### src/rtl/font_rom_arbiter_if.sv
// font_rom_arbiter_if: requester, ROM and response signals of the font ROM arbiter.
interface font_rom_arbiter_if #(parameter int N_REQ = 4, ADDR_W = 11, DATA_W = 8);
  logic [N_REQ-1:0] req, req_burst, gnt, rsp_valid;
  logic [N_REQ*ADDR_W-1:0] req_addr;
  logic [ADDR_W-1:0] rom_addr;
  logic rom_en, rsp_last;
  logic [DATA_W-1:0] rom_data, rsp_data;
  modport slave (
    input req, req_burst, req_addr, rom_data,
    output gnt, rom_addr, rom_en, rsp_valid, rsp_data, rsp_last
  );
  modport master (
    output req, req_burst, req_addr, rom_data,
    input gnt, rom_addr, rom_en, rsp_valid, rsp_data, rsp_last
  );
endinterface

### src/rtl/font_rom_arbiter.sv
// font_rom_arbiter: round-robin sharing of one synchronous font ROM, single-row reads or 16-row bursts.
module font_rom_arbiter #(parameter int N_REQ = 4, ADDR_W = 11, DATA_W = 8) (
  input logic Clk,
  input logic Reset_n,
  font_rom_arbiter_if.slave bus
);
  localparam int IW = $clog2(N_REQ);
  typedef enum logic {IDLE, BURST} state_t;
  state_t state, state_nx;
  logic [IW-1:0] last_winner, owner, win, idx;
  logic [3:0] row;
  logic [ADDR_W-1:0] base;
  logic found, grant, rsp_last_q;
  logic [N_REQ-1:0] rsp_valid_q;
  always_comb begin
    found = 1'b0;
    win = '0;
    idx = '0;
    for (int k = 1; k <= N_REQ; k++) begin
      idx = IW'((int'(last_winner) + k) % N_REQ);
      if (!found && bus.req[idx]) begin
        found = 1'b1;
        win = idx;
      end
    end
  end
  // gating with Reset_n keeps gnt/rom_en low for the whole reset, even with req held
  assign grant = (state == IDLE) && Reset_n && found;
  always_comb begin
    state_nx = state;
    bus.gnt = '0;
    bus.rom_en = 1'b0;
    bus.rom_addr = '0;
    if (state == BURST) begin
      bus.rom_en = 1'b1;
      bus.rom_addr = base + ADDR_W'(row);
      state_nx = (row == 4'd15) ? IDLE : BURST;
    end else if (grant) begin
      bus.gnt[win] = 1'b1;
      bus.rom_en = 1'b1;
      bus.rom_addr = bus.req_addr[win*ADDR_W +: ADDR_W];
      state_nx = bus.req_burst[win] ? BURST : IDLE;
    end
  end
  always_ff @(posedge Clk or negedge Reset_n) begin
    if (!Reset_n) begin
      state <= IDLE;
      last_winner <= IW'(N_REQ - 1);
      owner <= '0;
      row <= '0;
      base <= '0;
      rsp_valid_q <= '0;
      rsp_last_q <= 1'b0;
    end else begin
      state <= state_nx;
      rsp_valid_q <= '0;
      rsp_last_q <= 1'b0;
      if (state == BURST) begin
        row <= row + 4'd1;
        rsp_valid_q[owner] <= 1'b1;
        rsp_last_q <= (row == 4'd15);
      end else if (grant) begin
        last_winner <= win;
        owner <= win;
        base <= bus.req_addr[win*ADDR_W +: ADDR_W];
        row <= 4'(bus.req_burst[win]);
        rsp_valid_q[win] <= 1'b1;
        rsp_last_q <= !bus.req_burst[win];
      end
    end
  end
  assign bus.rsp_valid = rsp_valid_q;
  assign bus.rsp_last = rsp_last_q;
  assign bus.rsp_data = DATA_W'(bus.rom_data);
endmodule

### src/flat_wrapper.sv
// flat-port wrapper written by rule: the top's interface ports become plain ports
module font_rom_arbiter_flat 
#(parameter int N_REQ = 4, ADDR_W = 11, DATA_W = 8)
  (Clk, Reset_n, bus_req, bus_req_burst, bus_req_addr, bus_rom_data, bus_gnt, bus_rom_addr, bus_rom_en, bus_rsp_valid, bus_rsp_data, bus_rsp_last);
  font_rom_arbiter_if #(.N_REQ(N_REQ), .ADDR_W(ADDR_W), .DATA_W(DATA_W)) bus_i ();
  input logic Clk;
  input logic Reset_n;
  input wire logic [$bits(bus_i.req)-1:0] bus_req;
  input wire logic [$bits(bus_i.req_burst)-1:0] bus_req_burst;
  input wire logic [$bits(bus_i.req_addr)-1:0] bus_req_addr;
  input wire logic [$bits(bus_i.rom_data)-1:0] bus_rom_data;
  output wire logic [$bits(bus_i.gnt)-1:0] bus_gnt;
  output wire logic [$bits(bus_i.rom_addr)-1:0] bus_rom_addr;
  output wire logic [$bits(bus_i.rom_en)-1:0] bus_rom_en;
  output wire logic [$bits(bus_i.rsp_valid)-1:0] bus_rsp_valid;
  output wire logic [$bits(bus_i.rsp_data)-1:0] bus_rsp_data;
  output wire logic [$bits(bus_i.rsp_last)-1:0] bus_rsp_last;
  assign bus_i.req = bus_req;
  assign bus_i.req_burst = bus_req_burst;
  assign bus_i.req_addr = bus_req_addr;
  assign bus_i.rom_data = bus_rom_data;
  assign bus_gnt = bus_i.gnt;
  assign bus_rom_addr = bus_i.rom_addr;
  assign bus_rom_en = bus_i.rom_en;
  assign bus_rsp_valid = bus_i.rsp_valid;
  assign bus_rsp_data = bus_i.rsp_data;
  assign bus_rsp_last = bus_i.rsp_last;
  font_rom_arbiter #(.N_REQ(N_REQ), .ADDR_W(ADDR_W), .DATA_W(DATA_W)) u_core (.Clk(Clk), .Reset_n(Reset_n), .bus(bus_i));
endmodule
### config.mk
export PLATFORM = sky130hd
export DESIGN_NAME = font_rom_arbiter_flat
export DESIGN_NICKNAME = d
export VERILOG_FILES = /design/src/rtl/font_rom_arbiter_if.sv /design/src/rtl/font_rom_arbiter.sv /design/src/flat_wrapper.sv
export SDC_FILE = /design/constraint.sdc
export NUM_CORES = 1
export LEC_CHECK = 0
export ABC_AREA = 1
export CAP_MARGIN = 25
export CORE_ASPECT_RATIO = 0.7
export CORE_MARGIN = 2
export CORE_UTILIZATION = 25
export CTS_CLUSTER_DIAMETER = 150
export DETAILED_ROUTE_END_ITERATION = 10
export REMOVE_ABC_BUFFERS = 1
export SKIP_LAST_GASP = 1
export SLEW_MARGIN = 15
export SYNTH_ARGS = -nofsm -noshare
export SYNTH_HDL_FRONTEND = slang
export SYNTH_SLANG_ARGS = --single-unit
export TNS_END_PERCENT = 20
### constraint.sdc
create_clock -name Clk -period 2.9 [get_ports Clk]
set_input_delay 0.58 -clock Clk [delete_from_list [all_inputs] [get_ports Clk]]
set_output_delay 0.58 -clock Clk [all_outputs]
set_load 0.02 [all_outputs]
-- After elaboration in Yosys (flattened, before gate mapping)
Cells that the tools add are included.
- mux-type cells: 37
- bitwise logic cells: 1
- order comparisons: 8
- reduce and logical (&&, ||, !) cells: 13
- multiply operators: 1
- eq/ne operators: 1
- add/subtract/negate cells: 6
- shift-type cells: 1
- operators with widths (kind ; count):
    44-bit by 7-bit indexed part select with 11-bit output ; 1
    11-bit two-way mux ; 2
    4-bit two-way mux ; 5
    1-bit two-way mux ; 19
    2-bit by 3-bit less-than comparator with 1-bit output, second input constant ; 6
    11-bit by 4-bit adder with 11-bit output ; 1
    1-bit binary-select mux with 2-bit select ; 5
    2-bit two-way mux ; 4
    1-bit logical AND ; 7
    2-bit by 4-bit multiplier with 6-bit output, second input constant ; 1
    2-bit by 1-bit adder with 2-bit output, second input constant ; 2
    2-bit adder, second input constant ; 2
    4-bit by 1-bit adder with 4-bit output, second input constant ; 1
    1-bit demux with 2-bit select ; 2
    4-bit equality test, second input constant ; 1
    2-bit by 1-bit greater-or-equal comparator with 1-bit output, second input constant ; 2
    1-bit logical NOT ; 4
    2-bit AND reduction ; 1
    2-bit nonzero test ; 1
    1-bit inverter ; 1
- logic and storage cells: 75
- input bits: 62
- flip-flop bits (word level): 25

-- Longest topological paths before layout
Gate-level depths: netlist of run 1.
- word-level depth: 19
- depth in mapped cells: 16

-- Least setup slack after synthesis of run 1
OpenSTA, ideal clock, no wires.
- path kind: flip-flop to output port
- from: reg u_core.row[0]
- to: out bus_rom_addr[10]
- required time: 2320 ps
- slack: 407 ps
- stages on the path, launching flop included: 14
- buffers on the path: 0
- arrival time: 1913 ps
- cells stage by stage: dfrtp_1 > ha_1 > inv_1 > fa_1 > inv_1 > nand3_1 > nand2_1 > nand2_1 > nor2_1 > nand2_1 > nor3_1 > a21oi_1 > o21ai_0 > nand3_1
- longest elaborated chain between the ends: 2
- ends and longest elaborated chain (element ; RTL line ; text):
    from (decl) ; font_rom_arbiter.sv:11 ; logic [3:0] row;
    from (signal assigned) ; font_rom_arbiter.sv:59 ; row <= row + 4'd1;
    from (signal assigned) ; font_rom_arbiter.sv:66 ; row <= 4'(bus.req_burst[win]);
    11-bit by 4-bit adder with 11-bit output ; font_rom_arbiter.sv:36 ; bus.rom_addr = base + ADDR_W'(row);
    11-bit two-way mux ; font_rom_arbiter.sv:34 ; if (state == BURST) begin
    to (decl) ; flat_wrapper.sv:13 ; output wire logic [$bits(bus_i.rom_addr)-1:0] bus_rom_addr;
Every way passes these cells.

-- Final worst setup path of run 1
- from: reg u_core.last_winner[0]
- to: out bus_rom_addr[5]
- longest elaborated chain between the ends: 17
- elaborated cells on any way between the ends: 31
- those cells by class: add/sub (4); mul (1); shift (1); mux (18); reduce/logical (7)
- ends and longest elaborated chain (element ; RTL line ; text):
    from (decl) ; font_rom_arbiter.sv:10 ; logic [IW-1:0] last_winner, owner, win, idx;
    from (signal assigned) ; font_rom_arbiter.sv:48 ; last_winner <= IW'(N_REQ - 1);
    from (signal assigned) ; font_rom_arbiter.sv:63 ; last_winner <= win;
    2-bit by 1-bit adder with 2-bit output ; font_rom_arbiter.sv:20 ; idx = IW'((int'(last_winner) + k) % N_REQ);
    1-bit binary-select mux with 2-bit select ; font_rom_arbiter.sv:21 ; if (!found && bus.req[idx]) begin
    1-bit two-way mux (not written as such) ; font_rom_arbiter.sv:21 ;
    1-bit two-way mux ; font_rom_arbiter.sv:21 ;
    1-bit logical NOT ; font_rom_arbiter.sv:21 ;
    1-bit logical AND ; font_rom_arbiter.sv:21 ;
    1-bit two-way mux ; font_rom_arbiter.sv:21 ;
    1-bit logical NOT ; font_rom_arbiter.sv:21 ;
    1-bit logical AND ; font_rom_arbiter.sv:21 ;
    1-bit two-way mux ; font_rom_arbiter.sv:21 ;
    1-bit logical NOT ; font_rom_arbiter.sv:21 ;
    1-bit logical AND ; font_rom_arbiter.sv:21 ;
    2-bit two-way mux ; font_rom_arbiter.sv:21 ;
    2-bit by 4-bit multiplier with 6-bit output ; font_rom_arbiter.sv:41 ; bus.rom_addr = bus.req_addr[win*ADDR_W +: ADDR_W];
    44-bit by 7-bit indexed part select with 11-bit output ; font_rom_arbiter.sv:41 ;
    11-bit two-way mux (*) ; font_rom_arbiter.sv:38 ; end else if (grant) begin
    11-bit two-way mux (*) ; font_rom_arbiter.sv:34 ;
Mark *: on every way between the ends. The rest lies on a longest branch, timed or not. The select of a mux whose other input is x is not followed.

==> flow_summary.toml, run 1 <==
[placed_design]
dp_hpwl_mm = 5.53
io_buffers = 74
post-place-ws_ns = -0.706
gp_congestion = 0.904
placed_cell_area_sq_um = 3400

[global_routing]
use_met2_pct = 24.4
grtUsageMet1_pct = 19.4
grt_pass1_vias = 2629
grt_max_degree = 26
met3_usage_pct = 6.11
grt_pass1_wl_mm = 12.4
grt.busiest_layer = "met2"
grt-ovfl-total = 0
antenna_found_initial = 0
track_usage_pct = 15.1

[min_path]
holdPathStages = 1
hold_start = "u_core.owner[0]$_DFFE_PN0P_"
hp-class = "flop to flop"
holdPathEnd = "u_core.bus.rsp_valid[0]$_DFF_PN0_"

[sta]
timing.final.crit_share_pct = 106
fmax_ghz = 0.324
setup_ws_ns = -0.184
setup_viol = 17
slew_headroom_pct = 76.3
hold_violations = 0
fin_worst_skew_ns = 0.00345
rsz0062_at_grt = "true"
min_period_ns = 3.08
drv_slew = 0
tns_ns = -2.14
tightest_slew_ns = 0.355

[drt]
first_pass_iters = 4
drt_iter0_drc = 102
final_antenna_net_count = 0
routed_wl_mm = 7.88
vias_per_cell = 4.41
wl_per_cell_microns = 12.8
drc = 0
vias = 2706

[floorplan]
num_rows = 29
die_w_microns = 119
dieArea_sq_um = 10000
pin_count = 91
core_area_sq_um = 9000
start_util_pct = 25.6
die_h_microns = 84.3

[final_layout]
antennaDiodeCount = 0
fin_util_pct = 45.0
syn_to_final_growth_pct = 75.7
design_area_sq_um = 4050
nets = 559
layout-drive-gt1-share_pct = 36.7
fill_cells = 931

[yosys]
yosys_warnings = 0
ys_seq_area_share_pct = 27.3
ys_ff_latch = 25
netlist_instances = 356
syn-cell-area_sq_um = 2300
yosys.cell_types.count = 35
synth.avg_cell_area_sq_um = 6.47

[setup_path]
critPathMaxFanout = 5
cp_data_required_time_ns = 2.32
path_cells = "buf_12, buf_6, nand2_1, nand3_2, nand2_4, nor2_8, nand3_4, nand3_4, nand2_4, buf_6, nor2_4, nand3_2, nand3_2, buf_6"
worst_path_max_delay_cell = "dfstp_2"
cp_slowest_stage_delay_ns = 0.61
r2r-end = "u_core.base[7]$_DFFE_PN0P_"
reg2regPathDepth = 20
start_kind = "flop"
path_class = "flop to primary output"
cp-end-kind = "primary output"
r2r_setup_slack_ns = -0.11
arrival_ns = 2.50
r2r-start = "u_core.last_winner[0]$_DFFE_PN1P_"

[clock_network]
cts_hold_buffers = 0
clock_path_buffers = 2
cts_htree_levels = 1
clock-root-buffer = "clkbuf_16"
clock_sinks = 25
clk_pin_slew_ns = 0.07
worstSkewPairLatency_ns = 0.26
cts_made_buffers = 3
cts_tree = "yes"

[pwr]
ir_worst_vdd_v = 0.000515
powerDensity_nw_per_um2 = 1410
leakagePower_nw = 2.11

[status]
failed_checks = "setup timing"
status = "complete, but fails checks"

[flow_run]
cap_violations = 0
## placed cells by master (no fill, tap or decap), drive strengths merged, types with 2 or more instances in the layout
cell type      instances
a21oi                 11
buf                   89
clkbuf                 4
clkdlybuf4s50         54
clkinv                 3
dfrtp                 23
dfstp                  2
dlygate4sd2            5
ha                     5
inv                   57
nand2                128
nand3                 48
nand3b                10
nand4                  3
nor2                  18
nor3                   2
o21ai                 15
o22ai                  4
or2                    5
## how the worst max path moves through the flow
stage / from / slack (ns) / cells past startpoint / to
floorplan: u_core.last_winner[0]$_DFFE_PN1P_ / 0.31 / 13 / bus_rom_addr[0]
global placement: bus_req[3] / -0.65 / 13 / bus_rom_addr[5]
detailed placement: bus_req[3] / -0.71 / 13 / bus_rom_addr[5]
CTS: u_core.last_winner[0]$_DFFE_PN1P_ / -0.13 / 14 / bus_rom_addr[5]
global route: u_core.last_winner[0]$_DFFE_PN1P_ / -0.29 / 14 / bus_rom_addr[5]
finish: u_core.last_winner[0]$_DFFE_PN1P_ / -0.18 / 14 / bus_rom_addr[5]
## registers in the layout, summed over array words and instances, names as in the netlist
register and flops:
u_core.state 1, u_core.base 11, u_core.last_winner 2, u_core.bus.rsp_valid 4, u_core.bus.rsp_last 1, u_core.row 4
u_core.owner 2
## power by group
part	internal, W	total (W)	switching, W
registers	0.000525	0.000642	0.000117
logic	0.00229	0.00476	0.00248
clock network	0.000186	0.000320	0.000133
total	0.00300	0.00572	0.00273
## layer usage
metal / vias up / wire length [microns]
li1: 1380 / -
met1: 1224 / 3580
met2: 94 / 3620
met3: 8 / 614
met4: 0 / 73
met5: - / 0
## layout make-up
type                    instances  area, sq um  share of cell area [%]
repair buffers                149         1390                    34.3
clock buffers                   3         75.1                    1.86
well taps                     124          155                    3.84
clock inverters                 1         5.00                   0.124
multi-input cells             253         1560                    38.6
inverters                      59          230                    5.69
flip-flops and latches         25          628                    15.5
## cells by family after synthesis
group / Yosys count / share of synthesized area [%]
XOR/XNOR: 1 / 0.381
buffers and inverters: 78 / 16.1
AO/OA/AOI/OAI: 32 / 7.77
adder cells (fa/ha/maj): 6 / 3.59
flip-flops: 25 / 27.3
AND/OR/NAND/NOR: 214 / 44.8
## Yosys cell counts
master	count	area share [%]
dfrtp_1	23	25
nand3_1	47	10
inv_1	52	8.5
inv_2	5	0.82
or2_2	1	0.27
buf_2	2	0.43
a21boi_0	1	0.33
buf_8	1	0.65
o21ai_0	14	3.0
nand2_1	108	18
nor3_1	2	0.43
nor2_1	15	2.4
a21oi_2	1	0.38
ha_1	5	2.7
nor2_2	1	0.27
clkinv_1	1	0.16
buf_6	3	1.5
nand3b_1	10	3.3
dfstp_2	2	2.3
nand2_2	16	4.3
clkbuf_1	3	0.49
nor2_8	1	0.87
nand4_1	3	0.82
o22ai_1	4	1.1
fa_1	1	0.87
nand2_4	4	2.0
nand3_4	1	0.76
a211oi_2	1	0.54
or2_1	4	1.1
o21ai_1	1	0.22
nor2_4	1	0.49
xor2_1	1	0.38
a21oi_1	10	2.2
inv_6	1	0.38
buf_4	10	3.3
## critical path: cells and delay by family (launching register included)
kind,cells,cell delay (ns)
AND/OR/NAND/NOR,10,1.14
buffers and inverters,4,0.48
flip-flops,1,0.61
## timing repair
item / in CTS / in global routing
buffers inserted: 22 / 8
pin swaps: 25 / 27
resized for setup: 104 / 60
gates cloned: 2 / 0
setup endpoints to repair: 16 / 17
## metrics by stage
| stage | power [W] | std cells | hold WS [ns] |
|---|---|---|---|
| 6_report | 0.00572 | 614 | 0.492 |
| 4_1_cts | 0.00528 | 606 | 0.491 |
| 3_5_place_dp | 0.00431 | 578 | 0.476 |
| 3_3_place_gp | 0.00428 | 578 | 0.469 |
| 5_1_grt | 0.00616 | 614 | 0.514 |
| 2_1_floorplan | 0.00264 | 337 | 0.284 |
No activity file was read; power rests on OpenSTA's default activity.
==> run 2, diff against run 1 <==
Settings changed: CORE_MARGIN 2 to unset.
==> flow_summary.toml, run 2 (synthesized netlist as in run 1, its figures left out) <==
[sta]
hold_violations = 0
fin_worst_skew_ns = 0.00478
tightest_slew_ns = 0.377
drv_slew = 0
setup_ws_ns = -0.0710
rsz0062_at_grt = "true"
fmax_ghz = 0.337
slew_headroom_pct = 74.8
timing.final.crit_share_pct = 102
setup_viol = 15
min_period_ns = 2.97
tns_ns = -0.576

[setup_path]
path_buf_inv = 3
cpMostUsedCell = "nand2_2"
cp_slowest_stage_delay_ns = 0.65
cp-end-kind = "primary output"
worst_path_max_delay_cell = "dfstp_2"
cp_data_required_time_ns = 2.32
arrival_ns = 2.39
path_class = "flop to primary output"
start_kind = "flop"
critPathMaxFanout = 9
critPathTopFamily = "simple AND/OR/NAND/NOR gates"
path_cells = "inv_6, nand2_2, nand2_2, nand2_2, nand2_4, nor2_8, nand3_4, nand2_8, nand2_8, buf_12, or2_1, nand3_2, nand3_2, buf_6"

[min_path]
hp-class = "flop to flop"

[final_layout]
final_common_cell = "nand2_1"
design_area_sq_um = 3820
regMostFlops = "u_core.base"
largest_reg_flops = 11
mostFrequentLayoutCells = "97 x nand2_1, 54 x clkdlybuf4s50_1, 51 x inv_1, 51 x buf_4, 36 x nand3_1"
nets = 544
fill_cells = 916
syn_to_final_growth_pct = 66.0
layout-drive-gt1-share_pct = 30.9
antennaDiodeCount = 0

[clock_network]
worstSkewPairLatency_ns = 0.26
clock-root-buffer = "clkbuf_16"
cts_htree_levels = 1
cts_tree = "yes"
cts_made_buffers = 3
clock_path_buffers = 2
clock_sinks = 25
clk_pin_slew_ns = 0.07

[pwr]
p_switching_w = 0.00258
power_frac_comb_pct = 81.8
leakagePower_nw = 2.00
p_int_w = 0.00276
p_seq_share_pct = 12.2
pwr-share-clk_pct = 6.0
ir_worst_vdd_v = 0.000456
swShare_pct = 48.3
powerDensity_nw_per_um2 = 1390
power_w = 0.00533

[status]
failed_checks = "setup timing"
status = "complete, but fails checks"

[global_routing]
grt_max_degree = 26
grt-ovfl-total = 0
track_usage_pct = 15.7
antenna_found_initial = 0
grt_pass1_wl_mm = 11.6
grt_pass1_vias = 2517

[floorplan]
die_w_microns = 117
num_rows = 28
die_h_microns = 82.3
core_area_sq_um = 8690
dieArea_sq_um = 9600
pin_count = 91
start_util_pct = 26.5

[drt]
vias = 2605
first_pass_iters = 4
vias_per_cell = 4.38
routed_wl_mm = 7.37
drc = 0
wl_per_cell_microns = 12.4
drt_iter0_drc = 133
final_antenna_net_count = 0

[flow_run]
cap_violations = 0

[placed_design]
placed_cell_area_sq_um = 3420
io_buffers = 74
post-place-ws_ns = -0.650
dp_hpwl_mm = 5.59
gp_congestion = 0.832
run 2: area by class of cell:
class / instances / area, sq um / area share (%)
repair buffers: 133 / 1240 / 32.6
clock buffers: 3 / 75.1 / 1.96
inverters: 59 / 226 / 5.92
well taps: 120 / 150 / 3.93
multi-input cells: 254 / 1490 / 39.0
flip-flops and latches: 25 / 628 / 16.4
clock inverters: 1 / 7.51 / 0.196
run 2: timing repair:
action	in CTS	in global routing
endpoints found under the setup margin	16	16
hold buffers	0	0
gates cloned	2	0
buffers inserted	8	6
resized for setup	108	21
pin swaps	23	18
run 2: path summary, 6_finish.rpt:
path / from / to / slack [ns] / cells past startpoint
worst max register to register: u_core.last_winner[0]$_DFFE_PN1P_ / u_core.base[1]$_DFFE_PN0P_ / 0.72 / 16
max in group asynchronous: Reset_n / u_core.last_winner[1]$_DFFE_PN1P_ / 1.84 / 2
min in group asynchronous: Reset_n / u_core.bus.rsp_valid[3]$_DFF_PN0_ / 0.77 / 2
worst min register to register: u_core.base[8]$_DFFE_PN0P_ / u_core.base[8]$_DFFE_PN0P_ / 0.49 / 2
worst max-delay path: u_core.last_winner[0]$_DFFE_PN1P_ / bus_rom_addr[5] / -0.07 / 14
worst min-delay path: u_core.base[8]$_DFFE_PN0P_ / u_core.base[8]$_DFFE_PN0P_ / 0.49 / 2
run 2: routing by layer:
metal	GRT usage (%)	share of wire (%)	vias up
met1	20.3	47	1168
met4	2.41	0.75	0
met3	4.89	7.0	6
met5	0	0	-
met2	26.3	45	73
li1	-	-	1358
run 2: stage by stage:
stage,utilization (%),hold WS [ns],cells
CTS,42.7,0.495,589
floorplan,-,0.284,337
global placement,39.3,0.469,575
global route,44.0,0.520,595
finish,44.0,0.491,595
detailed placement,39.3,0.478,575
run 2: power groups by stage:
stage | sequential [W] | combinational [W] | clock [W]
3_5_place_dp | 0.000647 | 0.00369 | 0
4_1_cts | 0.000642 | 0.00420 | 0.000329
5_1_grt | 0.000673 | 0.00475 | 0.000344
6_report | 0.000650 | 0.00436 | 0.000319
3_3_place_gp | 0.000645 | 0.00365 | 0
2_1_floorplan | 0.000682 | 0.00195 | 0
run 2: tightest hold or removal path: stages, from the launching register on:
cell and delay [ns]:
dfrtp_1 0.35, nand2_1 0.06, nand2_1 0.06
==> run 3, diff against run 2 <==
Settings changed: CORE_UTILIZATION 25 to 42, PLACE_DENSITY set to 0.78.
==> flow_summary.toml, run 3 (synthesized netlist as in run 1, its figures left out) <==
[sta]
setup_viol = 16
fin_worst_skew_ns = 0.00415
fmax_ghz = 0.319
tightest_slew_ns = 0.346
hold_violations = 0
slew_headroom_pct = 76.9
drv_slew = 0
setup_ws_ns = -0.234
timing.final.crit_share_pct = 108
min_period_ns = 3.13
rsz0062_at_grt = "true"

[setup_path]
path_cells = "clkinv_4, nand2_4, nand2_2, nand2_1, nand2_4, nor2_4, nor2_4, nand2_4, buf_12, clkbuf_16, nand3b_1, nand3_1, nand2_1, nand2_1, nand2_1, buf_2"
critPathTopFamily = "simple AND/OR/NAND/NOR gates"
worst_path_max_delay_cell = "dfstp_2"
critPathMaxFanout = 8
cp_data_required_time_ns = 2.32
cp.depth = 16
cpMostUsedCell = "nand2_1"
cp-end-kind = "primary output"
path_buf_inv = 4
cp_slowest_stage_delay_ns = 0.64
path_class = "flop to primary output"
start_kind = "flop"
arrival_ns = 2.55
reg2regPathDepth = 14

[placed_design]
dp_hpwl_mm = 5.19
io_buffers = 74
gp_congestion = 0.887
post-place-ws_ns = -0.643
placed_cell_area_sq_um = 3340

[clock_network]
cts_htree_levels = 1
clock-root-buffer = "clkbuf_8"
cts_made_buffers = 3
clock_path_buffers = 2
worstSkewPairLatency_ns = 0.27
clock_sinks = 25
clk_pin_slew_ns = 0.09
cts_tree = "yes"
cts_hold_buffers = 0

[final_layout]
syn_to_final_growth_pct = 63.3
final_common_cell = "nand2_1"
largest_reg_flops = 11
antennaDiodeCount = 0
regMostFlops = "u_core.base"
design_area_sq_um = 3760
layout-drive-gt1-share_pct = 30.0
nets = 542
fin_util_pct = 71.5
mostFrequentLayoutCells = "93 x nand2_1, 54 x clkdlybuf4s50_1, 52 x inv_1"

[global_routing]
track_usage_pct = 25.1
grt_max_degree = 26
grt-ovfl-total = 0
antenna_found_initial = 0
grt_pass1_wl_mm = 11.7
grt_pass1_vias = 2518

[min_path]
holdPathStages = 2
hp-class = "flop to flop"

[pwr]
p_int_w = 0.00260
powerDensity_nw_per_um2 = 1390
leakagePower_nw = 1.99
power_frac_comb_pct = 83.5
ir_worst_vdd_v = 0.000619
swShare_pct = 50.2
pwr-share-clk_pct = 4.2
p_seq_share_pct = 12.4
p_switching_w = 0.00262

[flow_run]
cap_violations = 0

[floorplan]
num_rows = 22
core_area_sq_um = 5260
pin_count = 91
start_util_pct = 43.8
die_h_microns = 63.9
die_w_microns = 90.5
dieArea_sq_um = 5790

[drt]
vias = 2761
drt_iter0_drc = 160
final_antenna_net_count = 0
wl_per_cell_microns = 14.0
first_pass_iters = 4
drc = 0
routed_wl_mm = 7.65
vias_per_cell = 5.07

[status]
failed_checks = "setup timing"
status = "complete, but fails checks"
==> run 3: changes by cell type in the layout (fill, tap and decap cells not counted), sizes merged <==
| cell | before | now |
|---|---|---|
| inv | 59 | 57 |
| buf | 73 | 71 |
| clkdlybuf4s15 | 0 | 1 |
| clkinv | 0 | 2 |
| nand2 | 129 | 128 |
==> run 3: per-stage QoR <==
stage	setup TNS (ns)	hold slack [ns]	std cells	total power (W)
3_5_place_dp	-9.43	0.477	525	0.00424
5_1_grt	-4.57	0.515	545	0.00559
4_1_cts	-2.24	0.500	538	0.00473
2_1_floorplan	0	0.284	337	0.00264
6_report	-2.85	0.495	545	0.00522
3_3_place_gp	-8.54	0.469	525	0.00415
==> run 3: timing repair <==
item / CTS / global route
buffers inserted: 8 / 7
gates resized for setup: 79 / 58
pin swaps: 15 / 21
cloned: 1 / 1
endpoints found under the setup margin: 16 / 16
==> run 3: power by group through the flow <==
stage | clock network, W | registers, W | logic, W
3_5_place_dp | 0 | 0.000647 | 0.00359
5_1_grt | 0.000230 | 0.000660 | 0.00470
4_1_cts | 0.000220 | 0.000639 | 0.00387
2_1_floorplan | 0 | 0.000682 | 0.00195
6_report | 0.000217 | 0.000645 | 0.00436
3_3_place_gp | 0 | 0.000643 | 0.00351
==> run 3: worst paths after layout <==
kind | start | to | slack (ns)
min in group asynchronous | Reset_n | u_core.bus.rsp_valid[2]$_DFF_PN0_ | 0.73
min reg2reg | u_core.base[3]$_DFFE_PN0P_ | u_core.base[3]$_DFFE_PN0P_ | 0.49
min | u_core.base[3]$_DFFE_PN0P_ | u_core.base[3]$_DFFE_PN0P_ | 0.49
max | u_core.last_winner[0]$_DFFE_PN1P_ | bus_rom_addr[2] | -0.23
max reg2reg | u_core.last_winner[0]$_DFFE_PN1P_ | u_core.base[7]$_DFFE_PN0P_ | 0.56
max in group asynchronous | Reset_n | u_core.last_winner[0]$_DFFE_PN1P_ | 1.88
==> run 3: area by class of cell <==
| class | instances | area [sq um] |
|---|---|---|
| tap | 72 | 90.1 |
| clock buffer | 3 | 41.3 |
| multi-input combinational | 253 | 1520 |
| clock inverter | 1 | 7.51 |
| sequential | 25 | 628 |
| fill | 414 | 1500 |
| timing repair buffer | 132 | 1250 |
| inverter | 59 | 229 |
==> run 3: worst register-to-register path: cells and delay by family, from the launching register on <==
family                 cells  cell delay, ns
buffers and inverters      3            0.40
flip-flops                 1            0.64
AND/OR/NAND/NOR           11            1.18
==> run 3: metal layers <==
metal / up-vias / track usage [%] / share of wire [%]
met2: 106 / 45.2 / 51
met3: 6 / 5.24 / 6.6
li1: 1344 / - / -
met1: 1305 / 32.6 / 42
met5: - / 0 / 0
met4: 0 / 0.605 / 0.90
==> RTL change 1: new RTL, flow settings as in run 3 <==
`DATA_W` is set to 8 in 3 places; all go to 12.
--- a/src/rtl/font_rom_arbiter_if.sv
+++ b/src/rtl/font_rom_arbiter_if.sv
@@ -1,5 +1,5 @@
 // font_rom_arbiter_if: requester, ROM and response signals of the font ROM arbiter.
-interface font_rom_arbiter_if #(parameter int N_REQ = 4, ADDR_W = 11, DATA_W = 8);
+interface font_rom_arbiter_if #(parameter int N_REQ = 4, ADDR_W = 11, DATA_W = 12);
   logic [N_REQ-1:0] req, req_burst, gnt, rsp_valid;
   logic [N_REQ*ADDR_W-1:0] req_addr;
   logic [ADDR_W-1:0] rom_addr;
--- a/src/rtl/font_rom_arbiter.sv
+++ b/src/rtl/font_rom_arbiter.sv
@@ -1,5 +1,5 @@
 // font_rom_arbiter: round-robin sharing of one synchronous font ROM, single-row reads or 16-row bursts.
-module font_rom_arbiter #(parameter int N_REQ = 4, ADDR_W = 11, DATA_W = 8) (
+module font_rom_arbiter #(parameter int N_REQ = 4, ADDR_W = 11, DATA_W = 12) (
   input logic Clk,
   input logic Reset_n,
   font_rom_arbiter_if.slave bus
--- a/src/flat_wrapper.sv
+++ b/src/flat_wrapper.sv
@@ -1,6 +1,6 @@
 // flat-port wrapper written by rule: the top's interface ports become plain ports
 module font_rom_arbiter_flat 
-#(parameter int N_REQ = 4, ADDR_W = 11, DATA_W = 8)
+#(parameter int N_REQ = 4, ADDR_W = 11, DATA_W = 12)
   (Clk, Reset_n, bus_req, bus_req_burst, bus_req_addr, bus_rom_data, bus_gnt, bus_rom_addr, bus_rom_en, bus_rsp_valid, bus_rsp_data, bus_rsp_last);
   font_rom_arbiter_if #(.N_REQ(N_REQ), .ADDR_W(ADDR_W), .DATA_W(DATA_W)) bus_i ();
   input logic Clk;
Ports: changed (resized bus_rom_data and bus_rsp_data); port bits go from 91 to 99. The function was not compared with the original's and may differ.
==> RTL change 1 against run 3 <==
The run still ends with setup timing left. Critical path depth unchanged. Sequential share of layout area down 0.52 points. Sequential power down 0.9%. Total power up 8.7%. Sequential cell count unchanged. Setup slack worse by 0.081 ns. Cell area up 3.2%. Register-to-register slack worse by 0.71 ns. Wire length up 8.2%. First-iteration DRC count down 19%. Synthesized area up 1.3%. Largest power group unchanged. Final cell count up 1.5%.
==> RTL change 1: results (changes against run 3) <==
[grt]
use_met3_pct = 7.02  ; +1.8 points
grt_use_met2_pct = 43.1  ; -2.1 points
grt_pass1_wl_mm = 12.3  ; +5.4%
grtUsageMet1_pct = 35.7  ; +3.0 points
grt_pass1_vias = 2650  ; +5.2%
grt_max_degree = 26  ; unchanged
grtUsageTotal_pct = 26.6  ; +1.5 points
antenna_found_initial = 0  ; unchanged

[cells_and_area]
fin_nets = 554  ; +2.2%
seq_cell_count = 25  ; unchanged
nNonClkBuffers = 140  ; +6.1%
clock_area_share_pct = 1.26  ; -0.041 points
stdcell_count = 553  ; +1.5%
num_antenna_cells = 0  ; unchanged
drive_gt1_share_pct = 33.3  ; +3.2 points
fillers = 390  ; -5.8%
multi_input_area_mm2 = 0.00152  ; +0.41%
buffer_area_share_pct = 35.2  ; +2.0 points
seqAreaFraction_pct = 16.2  ; -0.52 points

[timing]
tightest_slew_ns = 0.356  ; +0.0109 ns
setup_viol = 17  ; +1
setup_slack_ns = -0.315  ; -0.0808 ns
clock_skew_ns = 0.00167  ; -0.00248 ns

[pwr]
seq_power_share_pct = 11.3  ; -1.1 points
swShare_pct = 48.5  ; -1.7 points
leakagePower_nw = 2.04  ; +2.6%
peakVddDrop_mv = 0.737  ; +19%
p_comb_mw = 4.81  ; +10%

[detailed_routing]
dr.pass1.iters = 5  ; +1
drt_iter0_markers = 130  ; -19%
vias_per_cell = 5.20  ; +2.6%
drt_wl_total_mm = 8.28  ; +8.2%

[yosys]
synth.area.mux_share_pct = 0  ; unchanged
synth_compound_area_share_pct = 7.67  ; -0.10 points
synthCells = 360  ; +1.1%
async_flop_share_pct = 100  ; unchanged
yosys-top-cells-area = dfrtp_1 (25%), nand2_1 (17%), nand3_1 (10%)
synth_xor_area_share_pct = 0.376  ; -0.0049 points
yosysUniqueCellTypes = 35  ; unchanged
ys_warn_count = 0  ; unchanged
ys_seq_area_share_pct = 26.9  ; -0.35 points
synthAdderAreaFrac_pct = 3.54  ; -0.046 points

[placed_design]
gp_congestion = 0.874  ; -1.5%
dp_hpwl_mm = 5.19  ; about the same
dp_cells = 518  ; -1.3%

[critical_path]
reg2reg_to = u_core.base[7]
cp.arrival_ns = 2.63  ; +0.08 ns
rrSetupSlack_ns = -0.15  ; -0.71 ns
rr_worst_depth = 21  ; +7
endpoint = bus_rom_addr[1]
startpoint = u_core.last_winner[0]
crit_fanout = 7  ; -1

[clock_network]
clk_pin_slew_ns = 0.10
numCtsBuffers = 3  ; unchanged
cts_buffer_depth = 2  ; unchanged

[hold_path]
min_to = u_core.base[3]

[run_status]
violations = setup timing
status = finished with violations

[die]
dieArea_mm2 = 0.00586  ; +1.3%

[RTL change 1: through the flow]
step                hold WS, ns  setup TNS (ns)  area (µm²)  total power [mW]  setup slack, ns
global route              0.514           -6.07        3880              6.04           -0.436
finish                    0.503           -4.19        3880              5.67           -0.315
detailed placement        0.478           -9.05        3300              4.18           -0.628
CTS                       0.501           -2.08        3590              4.91           -0.186
floorplan                 0.284               0        2160              2.64            0.305
global placement          0.468           -8.37        3300              4.12           -0.597
[RTL change 1: repair_timing]
item	4_1_cts	5_1_grt
pin swaps	16	29
setup endpoints to repair	16	17
gates resized for setup	82	65
buffers inserted	18	14
gates cloned	2	0
[RTL change 1: routing by layer]
layer  part of all wire, %  vias up  routed length [µm]
met2                    47      152                3880
met1                    43     1335                3530
met4                   2.6        0                 215
met5                     0        -                   0
li1                      -     1365                   -
met3                   7.9       22                 656
==> RTL change 2: new RTL, config.mk and constraints of run 3 <==
Without the edit above. Reset style: synchronous (`Reset_n`), changed in one clocked block.
--- a/src/rtl/font_rom_arbiter.sv
+++ b/src/rtl/font_rom_arbiter.sv
@@ -42,7 +42,7 @@
       state_nx = bus.req_burst[win] ? BURST : IDLE;
     end
   end
-  always_ff @(posedge Clk or negedge Reset_n) begin
+  always_ff @(posedge Clk) begin
     if (!Reset_n) begin
       state <= IDLE;
       last_winner <= IW'(N_REQ - 1);
Behaviour: differs if Reset_n is asserted again (counterexample within 4 cycles, from zero or initial values and one cycle with Reset_n low); with Reset_n held inactive, the same outputs for 4 cycles.
==> RTL change 2 against run 3 <==
Synthesized cell count decreased by 8.4%. Sequential cell count unchanged. Combinational power decreased by 9.9%. Largest power group unchanged. Synthesized area decreased by 10%. Cell area decreased by 6.0%. Wire length decreased by 3.5%. Setup slack improved by 0.26 ns. Final cell count decreased by 5.3%. Count of clock-buffer cells in the layout increased by 1. First-iteration DRC count increased by 50%. Total power decreased by 9.4%. Clock power decreased by 3%.
==> RTL change 2: results (changes against run 3) <==
[clock_network]
clk_pin_slew_ns = 0.09  ; about the same
htree_levels = 1  ; unchanged
numCtsBuffers = 3  ; unchanged
clk_latency_ns = 0.27  ; about the same

[yosys]
synth_common_cells = nand2_1 (130), nand3_1 (42), dfxtp_1 (25)
yosys-top-cells-area = dfxtp_1 (24%), nand2_1 (24%), nand3_1 (10%)
yosysUniqueCellTypes = 36  ; +2.9%
ys_warn_count = 0  ; unchanged
ys_seq_area_share_pct = 24.2  ; -3.1 points
syn_area_per_cell_um2 = 6.34  ; -2.0%
synth_top_flop_cell = dfxtp_1
async_flop_share_pct = 0  ; -100 points

[cells_and_area]
top_register = u_core.base
num_antenna_cells = 0  ; unchanged
fin_nets = 519  ; -4.2%
drive_gt1_share_pct = 35.8  ; +5.8 points
largest_register_ffs = 11  ; unchanged
fillers = 308  ; -26%

[detailed_routing]
vias = 2646  ; -4.2%
dr.pass1.iters = 4  ; unchanged
drt_wl_total_mm = 7.38  ; -3.5%
vias_per_cell = 5.13  ; +1.2%
drt_iter0_markers = 240  ; +50%

[placed_design]
dp_cells = 501  ; -4.6%
dp_hpwl_mm = 4.88  ; -5.9%
gp_congestion = 0.884  ; -0.42%
placed_cell_area_mm2 = 0.00319  ; -4.4%
io_buffers = 74  ; unchanged
dp_slack_ns = -0.661  ; -0.0181 ns

[timing]
relSlewSlack_pct = 81.3  ; +4.3 points
clock_skew_ns = 0.00605  ; +0.00190 ns
hold_ws_ns = 0.491  ; -0.00338 ns

[hold_path]
hp-start = u_core.owner[0]
hold_class = reg2reg
min_to = u_core.owner[0]
min_delay_path_depth = 2  ; unchanged

[grt]
grt_max_degree = 17  ; -35%
overflow = 0  ; unchanged
grt_pass1_vias = 2327  ; -7.6%
antenna_found_initial = 0  ; unchanged
grt_pass1_wl_mm = 10.2  ; -13%
grtUsageTotal_pct = 24.9  ; -0.20 points

[pwr]
power.switching_mw = 2.38  ; -9.0%
peakVddDrop_mv = 0.823  ; +33%
powerDensity_mw_per_mm2 = 1340  ; -3.7%
leakagePower_nw = 1.74  ; -13%

[critical_path]
cp.arrival_ns = 2.29  ; -0.26 ns
r2r-start = u_core.last_winner[0]
rrSetupSlack_ns = 0.73  ; +0.17 ns
crit_fanout = 8  ; unchanged
reg2reg_to = u_core.base[6]
rr_worst_depth = 14  ; unchanged

[run_status]
status = finished clean

RTL change 2: routing by layer:
layer	track usage, %	vias to the layer above	routed length [µm]
met5	0	-	0
met4	4.76	0	143
met3	6.26	19	585
met2	41.8	120	3450
met1	33.2	1212	3200
li1	-	1295	-
RTL change 2: cell families after synthesis:
| group | after synthesis | share of synthesized area (%) |
|---|---|---|
| simple gates | 207 | 46.5 |
| buf+inv | 47 | 12.5 |
| compound gates | 40 | 12.4 |
| flops | 25 | 24.2 |
| fa+ha+maj | 6 | 4.00 |
| xor+xnor | 1 | 0.424 |
RTL change 2: worst max-delay path by stage:
stage,from,end,slack [ns],depth (start not counted)
after global placement,bus_req[3],bus_rom_addr[1],-0.61,14
after floorplan,u_core.last_winner[0],bus_rom_addr[1],0.36,14
after global routing,u_core.row[0],bus_rom_addr[10],-0.09,14
final,u_core.last_winner[1],bus_gnt[0],0.03,14
after detailed placement,bus_req[1],bus_rom_addr[9],-0.66,16
after CTS,u_core.row[0],bus_rom_addr[10],0.01,14
RTL change 2: layout make-up:
cell class | count | area share [%]
Sequential cell | 25 | 14.4
Clock buffer | 4 | 1.27
Timing Repair Buffer | 138 | 35.5
Tap cell | 66 | 2.34
Inverter | 29 | 3.43
Multi-Input combinational cell | 254 | 43.0
RTL change 2: power groups by stage:
| stage | Sequential (mW) | Clock (mW) | Combinational, mW |
|---|---|---|---|
| 2_1_floorplan | 0.617 | 0 | 1.74 |
| 3_3_place_gp | 0.561 | 0 | 3.32 |
| 3_5_place_dp | 0.566 | 0 | 3.38 |
| 4_1_cts | 0.561 | 0.206 | 3.49 |
| 5_1_grt | 0.599 | 0.226 | 4.20 |
| 6_report | 0.588 | 0.211 | 3.93 |
RTL change 2: worst max-delay path, cell delays in order (launching register included):
cell and delay (ns):
dfxtp_4 0.37, inv_2 0.16, nand2_2 0.09, nand2_4 0.13, nand2_4 0.08, nand2_4 0.08
nor2_4 0.06, buf_4 0.14, nand3_2 0.09, nand3_4 0.14, nor2_4 0.16, buf_6 0.15
nand2_1 0.08, inv_1 0.06, clkdlybuf4s15_2 0.25
RTL change 2: stage by stage:
step | power, mW | setup TNS (ns)
global placement | 3.88 | -8.44
global route | 5.03 | -0.707
floorplan | 2.36 | 0
detailed placement | 3.95 | -9.78
finish | 4.73 | 0
CTS | 4.25 | 0
RTL change 2: timing repair:
action / 4_1_cts / 5_1_grt
buffers inserted: 5 / 6
resized for setup: 92 / 62
pin swaps: 12 / 28
endpoints found under the setup margin: 16 / 15
